$ cat src/rtl/flow_ctrl_pkg.sv
// Shared encodings and defaults for the downstream flow-control arbiter.
package flow_ctrl_pkg;
  localparam int STATE_W        = 2;
  localparam int DEFAULT_DATA_W = 8;

  typedef enum logic [STATE_W-1:0] {
    ST_IDLE   = 2'd0,
    ST_ACTIVE = 2'd1,
    ST_PAUSE  = 2'd2,
    ST_ERROR  = 2'd3
  } state_t;
endpackage

$ cat src/rtl/rr_priority_encoder.sv
// Round-robin priority encoder: first set request strictly after rr_ptr, wrapping.
module rr_priority_encoder #(
  parameter int N_REQ = 4,
  parameter int IDX_W = $clog2(N_REQ)
) (
  input  logic [N_REQ-1:0] req,
  input  logic [IDX_W-1:0] rr_ptr,
  output logic [N_REQ-1:0] grant,
  output logic [IDX_W-1:0] grant_idx,
  output logic             valid
);

  logic [IDX_W-1:0] pos;

  // Scan from the farthest candidate to the nearest so the nearest hit wins.
  always_comb begin
    grant     = '0;
    grant_idx = '0;
    valid     = 1'b0;
    pos       = '0;
    for (int k = N_REQ; k >= 1; k--) begin
      pos = IDX_W'((int'(rr_ptr) + k) % N_REQ);
      if (req[pos]) begin
        grant     = N_REQ'(1) << pos;
        grant_idx = pos;
        valid     = 1'b1;
      end
    end
  end

endmodule

$ cat src/rtl/fifo_rr_arbiter.sv
// Drains N input FIFOs round-robin into one downstream FIFO, one word per cycle,
// pausing on almost-full and latching a sticky error on overflow.
module fifo_rr_arbiter
  import flow_ctrl_pkg::*;
#(
  parameter int N_REQ  = 4,
  parameter int DATA_W = DEFAULT_DATA_W,
  parameter int IDX_W  = $clog2(N_REQ),
  parameter int CNT_W  = 16
) (
  input  logic                    clk,
  input  logic                    rst,
  input  logic                    enable,
  input  logic [N_REQ-1:0]        req_empty,
  input  logic [N_REQ*DATA_W-1:0] req_data,
  output logic [N_REQ-1:0]        req_pop,
  input  logic                    out_almost_full,
  input  logic                    out_full,
  output logic                    out_push,
  output logic [DATA_W-1:0]       out_data,
  output logic [IDX_W-1:0]        grant_id,
  output logic [STATE_W-1:0]      state,
  output logic                    error_full,
  output logic [CNT_W-1:0]        push_count
);

  state_t           state_q, state_d;
  logic [IDX_W-1:0] rr_ptr_q, grant_id_q, enc_idx;
  logic [N_REQ-1:0] enc_grant;
  logic             enc_valid, push_q, error_q, any_req, go, pop_fire;
  logic [CNT_W-1:0] count_q;

  assign any_req  = |(~req_empty);
  assign go       = enable & any_req;
  assign pop_fire = (state_q == ST_ACTIVE) & go & ~out_almost_full & ~out_full & ~rst & enc_valid;

  rr_priority_encoder #(.N_REQ(N_REQ), .IDX_W(IDX_W)) u_enc (
    .req       (~req_empty),
    .rr_ptr    (rr_ptr_q),
    .grant     (enc_grant),
    .grant_idx (enc_idx),
    .valid     (enc_valid)
  );

  assign req_pop = pop_fire ? enc_grant : '0;
  // A word in flight during the reset cycle is dropped rather than pushed.
  assign out_push   = push_q & ~rst;
  assign grant_id   = grant_id_q;
  assign state      = state_q;
  assign error_full = error_q;
  assign push_count = count_q;

  always_comb begin
    out_data = '0;
    for (int i = 0; i < N_REQ; i++) begin
      if (grant_id_q == IDX_W'(i)) out_data = req_data[i*DATA_W +: DATA_W];
    end
  end

  always_comb begin
    state_d = state_q;
    if (out_push && out_full) begin
      state_d = ST_ERROR;
    end else begin
      case (state_q)
        ST_IDLE:   if (go && !out_almost_full) state_d = ST_ACTIVE;
        ST_ACTIVE: begin
          if (out_almost_full) state_d = ST_PAUSE;
          else if (!go)        state_d = ST_IDLE;
        end
        ST_PAUSE:  if (!out_almost_full) state_d = go ? ST_ACTIVE : ST_IDLE;
        ST_ERROR:  state_d = ST_ERROR;
        default:   state_d = ST_IDLE;
      endcase
    end
  end

  always_ff @(posedge clk) begin
    if (rst) begin
      state_q    <= ST_IDLE;
      rr_ptr_q   <= IDX_W'(N_REQ - 1);
      grant_id_q <= '0;
      push_q     <= 1'b0;
      error_q    <= 1'b0;
      count_q    <= '0;
    end else begin
      state_q <= state_d;
      push_q  <= pop_fire;
      if (pop_fire) begin
        rr_ptr_q   <= enc_idx;
        grant_id_q <= enc_idx;
      end
      if (out_push) count_q <= count_q + CNT_W'(1);
      if (out_push && out_full) error_q <= 1'b1;
    end
  end

endmodule

$ cat config.mk
export PLATFORM = sky130hd
export DESIGN_NAME = fifo_rr_arbiter
export DESIGN_NICKNAME = d
export VERILOG_FILES = /design/src/rtl/flow_ctrl_pkg.sv /design/src/rtl/rr_priority_encoder.sv /design/src/rtl/fifo_rr_arbiter.sv
export SDC_FILE = /design/constraint.sdc
export NUM_CORES = 1
export LEC_CHECK = 0
export BUFFER_PORTS_ARGS = -buffer_cell sky130_fd_sc_hd__clkbuf_2
export CORE_ASPECT_RATIO = 2
export CORE_UTILIZATION = 40
export CTS_CLUSTER_DIAMETER = 200
export DETAILED_ROUTE_END_ITERATION = 12
export GPL_TIMING_DRIVEN = 1
export PLACE_DENSITY = 0.76
export SLEW_MARGIN = 30
export SYNTH_ARGS = -nofsm -noshare
export SYNTH_HDL_FRONTEND = slang
export SYNTH_SLANG_ARGS = --single-unit
$ cat constraint.sdc
create_clock -name clk -period 3.7 [get_ports clk]
set_clock_uncertainty 0.1 [all_clocks]
set_input_delay 0.555 -clock clk [delete_from_list [all_inputs] [get_ports clk]]
set_output_delay 0.555 -clock clk [all_outputs]
set_load 0.005 [all_outputs]
Word-level counts from Yosys, hierarchy flattened
Index checks and enable logic that the tools add are counted.

Bits in registers: 24. Input bits: 41. Word-level logic and storage cells: 78.

$add $sub $neg: 5. Bitwise logic cells: 11. Equal/unequal tests: 9. Multiplexer cells: 32. Reduce and logical (&&, ||, !) cells: 7. Magnitude comparators: 4. Shift operators: 4.

Operators with widths (count): 8-bit two-way mux (4); 4-bit two-way mux (5); 2-bit two-way mux (9); 16-bit by 1-bit adder with 16-bit output (second input constant) (1); 1-bit by 2-bit << shifter with 4-bit output (first input constant) (4); 2-bit by 3-bit < comparator with 1-bit output (second input constant) (4); 1-bit two-way mux (9); 1-bit binary-select mux with 2-bit select (4); 2-bit == test (second input constant) (4); 2-bit one-hot mux with 4 select lines (1); 1-bit AND (7); 3-bit inequality test (second input constant) (2); 2-bit by 1-bit adder with 2-bit output (second input constant) (2); 2-bit adder (second input constant) (2); 2-bit by 1-bit == test with 1-bit output (second input constant) (2); 2-bit logical NOT (2); 4-bit by 3-bit inequality test with 1-bit output (second input constant) (1); 4-bit NOT (1); 4-bit OR reduction (1); 1-bit NOT (3); 3-bit AND reduction (1); 1-bit logical AND (2); 1-bit logical NOT (1).

Depth between registers and ports, before layout
Depth after elaboration: 9. Mapped depth: 8. Mapped depth without buffers: 6.

By module
A second synthesis with hierarchy kept.

Cell total of the unflattened synthesis: 197. Area total of the unflattened synthesis: 1762.9 µm².

Modules (own cells, without submodules): fifo_rr_arbiter (area an instance 1252.5 µm², instances 1, cells an instance 127); rr_priority_encoder (area an instance 510.5 µm², instances 1, cells an instance 70).

Worst setup path before layout
Ideal clock, no wire load.

Kind: register -> output. Start: register rr_ptr_q[1]. End: output port req_pop[0]. Data arrival time: 2210 ps. Stages on the path, launching flop included: 9. Slack: 835 ps. Cells stage by stage: dfxtp_1 > buf_2 > inv_1 > ha_1 > buf_2 > mux2_2 > mux2_2 > a211o_1 > a32o_1.

Cells in the longest elaborated chain, start to end: 9. Elaborated cells between the ends (all ways): 26. Classes of those cells: 4 x add/sub; 4 x shift; 17 x mux; 1 x bitwise.

Ends and longest elaborated chain: start, declared (line fifo_rr_arbiter.sv:28) `logic [IDX_W-1:0] rr_ptr_q, grant_id_q, enc_idx;`; start signal, assigned (line fifo_rr_arbiter.sv:81) `rr_ptr_q <= IDX_W'(N_REQ - 1);`; start signal, assigned (line fifo_rr_arbiter.sv:90) `rr_ptr_q <= enc_idx;`; 2-bit by 1-bit adder with 2-bit output (line rr_priority_encoder.sv:22) `pos = IDX_W'((int'(rr_ptr) + k) % N_REQ);`; 1-bit binary-select mux with 2-bit select (line rr_priority_encoder.sv:23) `if (req[pos]) begin`; 1-bit two-way mux (not written as such) (line rr_priority_encoder.sv:23); 1-bit two-way mux (4 in series) (line rr_priority_encoder.sv:23); 1-bit AND (line fifo_rr_arbiter.sv:35) `assign pop_fire = (state_q == ST_ACTIVE) & go & ~out_almost_full & ~out_full & ~rst & enc_valid;`; 4-bit two-way mux (*) (line fifo_rr_arbiter.sv:45) `assign req_pop = pop_fire ? enc_grant : '0;`; end, declared (line fifo_rr_arbiter.sv:16) `output logic [N_REQ-1:0] req_pop,`.

Every way passes the cells marked *; elsewhere a longest branch is shown, timed or not. The select of a mux whose other input is x is not followed.

Worst setup path in the final report
Start: register rr_ptr_q[1]. End: output port req_pop[3].

Same word-level chain as after synthesis.

==> flow_summary.yaml <==
yosys:
  yosysWarnings: 0
  async_reset_ff_share_pct: 0
  netlist_instances: 197
  avgSynthCellArea_sq_um: 8.92
  synth_edf_count: 0
  ys_seq_area_share_pct: 27.3
  ys_types: 46
  syn_area_sq_um: 1760
  ys_ff_latch: 24
  ys.flop_type: "dfxtp_1"
  synth_nets: 243
power_and_ir_drop:
  ir_drop_mv: 0.223
  leakagePower_nw: 0.944
  totalPowerFinal_mw: 0.521
  power.density_nw_per_um2: 239
global_routing:
  grt_pass1_vias: 1685
  overflow: 0
  grt_pass1_wl_um: 7540
  grtUsageTotal_pct: 20.9
  antenna_found_initial: 0
  grt_max_degree: 26
final_layout:
  layout_commonest_cell: "clkbuf_2"
  final_area_sq_um: 2180
  layout_common_cells: "clkbuf_2, dfxtp_1, nor2_1"
  fin_util_pct: 52.4
  finalNetCount: 307
  antenna_cells: 0
  fin_cells: 312
  fill_cells: 442
  area_delta_synth_final_pct: 24.3
  drive_gt1_share_pct: 38.5
route:
  vias: 1776
  ant_nets: 0
  finalWirelength_um: 4920
  drt_drc_violations_left: 0
  drt_pre_antenna_iters: 5
  wl_per_cell_um: 15.8
  vias_per_cell: 5.69
  drt-initial-drc-count: 42
clock_tree:
  postCtsHoldBufs: 0
  clockRootBuffer: "clkbuf_8"
  cts.htree.levels: 1
  post_cts_buffers: 0
  cts_tree: "done"
  path_clk_slew_ns: 0.08
  cts_made_buffers: 3
  cts.sinks: 24
  clockBufferDepth: 2
  clock_latency_ns: 0.27
  cts_resized: 0
setup_path:
  critPathArrivalTime_ns: 2.86
  cp-start-kind: "flop"
  crit_type: "reg2out"
  end_kind: "primary output"
  cp.required_ns: 3.04
  crit_fanout: 13
hold_path:
  min_path_type: "reg2reg"
die:
  io_pins: 75
  die_area_sq_um: 4680
  core_sq_um: 4170
  initial_core_util_pct: 42.2
  die-height_um: 95.8
  die_w_um: 48.9
  fp-row-count: 33
place:
  gp_congestion: 0.930
  dpl_cell_area_sq_um: 2130
  dpl.hpwl_um: 3910
  placed_cells: 308
  placement.io_buffers: 74
sta:
  fmax_mhz: 285
  max-slew-margin-rel_pct: 62.0
  period_minus_slack_ns: 3.51
  setup-tns-final_ns: 0
  rsz0062_at_grt: "false"
  setup-violations-final: 0
  fin_crit_sh_pct: 94.9
  maxSlewViolCount: 0
  finalHoldViolations: 0
  worst_pin_slew_ns: 0.570
run_status:
  status: "finished clean"
run:
  drv_cap: 0
==> final cells by class <==
class | instances | area, sq um | area share [%]
Clock buffer | 4 | 55.1 | 2.52
Timing Repair Buffer | 76 | 385 | 17.6
Inverter | 8 | 30.0 | 1.37
Sequential cell | 24 | 480 | 22.0
Tap cell | 52 | 65.1 | 2.98
Multi-Input combinational cell | 148 | 1170 | 53.5
==> report_power, final <==
group / total [mW] / switching (mW) / internal [mW]
clock: 0.182 / 0.0863 / 0.0953
combinational: 0.0783 / 0.0370 / 0.0412
sequential: 0.262 / 0.00228 / 0.259
==> path summary, 6_finish.rpt <==
kind	start	end	slack [ns]	depth (start not counted)
worst max-delay path	rr_ptr_q[1]$_SDFFE_PP1P_	req_pop[3]	0.19	7
worst min-delay path	error_full$_SDFFE_PP0P_	error_full$_SDFFE_PP0P_	0.39	2
worst max register to register	rr_ptr_q[1]$_SDFFE_PP1P_	grant_id[0]$_SDFFE_PP0P_	1.24	6
worst min register to register	error_full$_SDFFE_PP0P_	error_full$_SDFFE_PP0P_	0.39	2
==> cell usage after synthesis (6+ instances only) <==
library cell,number,share of area [%]
nand2_1,9,1.9
nand4_1,7,2.5
nand2b_1,7,2.5
mux2i_1,6,3.4
mux2_2,9,5.8
a21oi_1,10,2.8
o22ai_1,9,3.2
clkbuf_1,10,2.1
inv_1,7,1.5
nor2_1,16,3.4
mux4_2,8,10
dfxtp_1,24,27
buf_2,6,1.7
==> through the flow <==
stage | setup WS, ns | hold WS [ns]
global placement | 0.619 | 0.350
floorplan | 0.835 | 0.360
CTS | 0.219 | 0.399
global route | 0.118 | 0.414
finish | 0.189 | 0.389
detailed placement | 0.535 | 0.379
==> worst max-delay path, stage by stage (launching register included) <==
cell and delay, ns:
dfxtp_1 0.63, inv_1 0.13, ha_1 0.48, mux2_2 0.42, mux2_2 0.31, a211o_1 0.27, a32o_1 0.24, clkbuf_2 0.10
==> logic make-up after synthesis <==
family	synth area share [%]
AO/OA/AOI/OAI	16.8
XOR/XNOR	4.48
adder cells (fa/ha/maj)	4.13
buffers and inverters	6.19
flip-flops	27.3
multiplexers	20.2
AND/OR/NAND/NOR	20.9
==> metal layers <==
metal | share of wire, % | track usage (%) | vias up
li1 | - | - | 869
met1 | 37 | 20.4 | 854
met2 | 58 | 41.8 | 44
met3 | 2.7 | 2.21 | 9
met4 | 2.5 | 11.0 | 0
met5 | 0 | 0 | -
==> sequential cells by signal (all words and copies together), names as in the netlist <==
signal	count
push_count	16
grant_id	2
rr_ptr_q	2
state	2
error_full	1
push_q	1
Power figures use the tool's default switching activity.
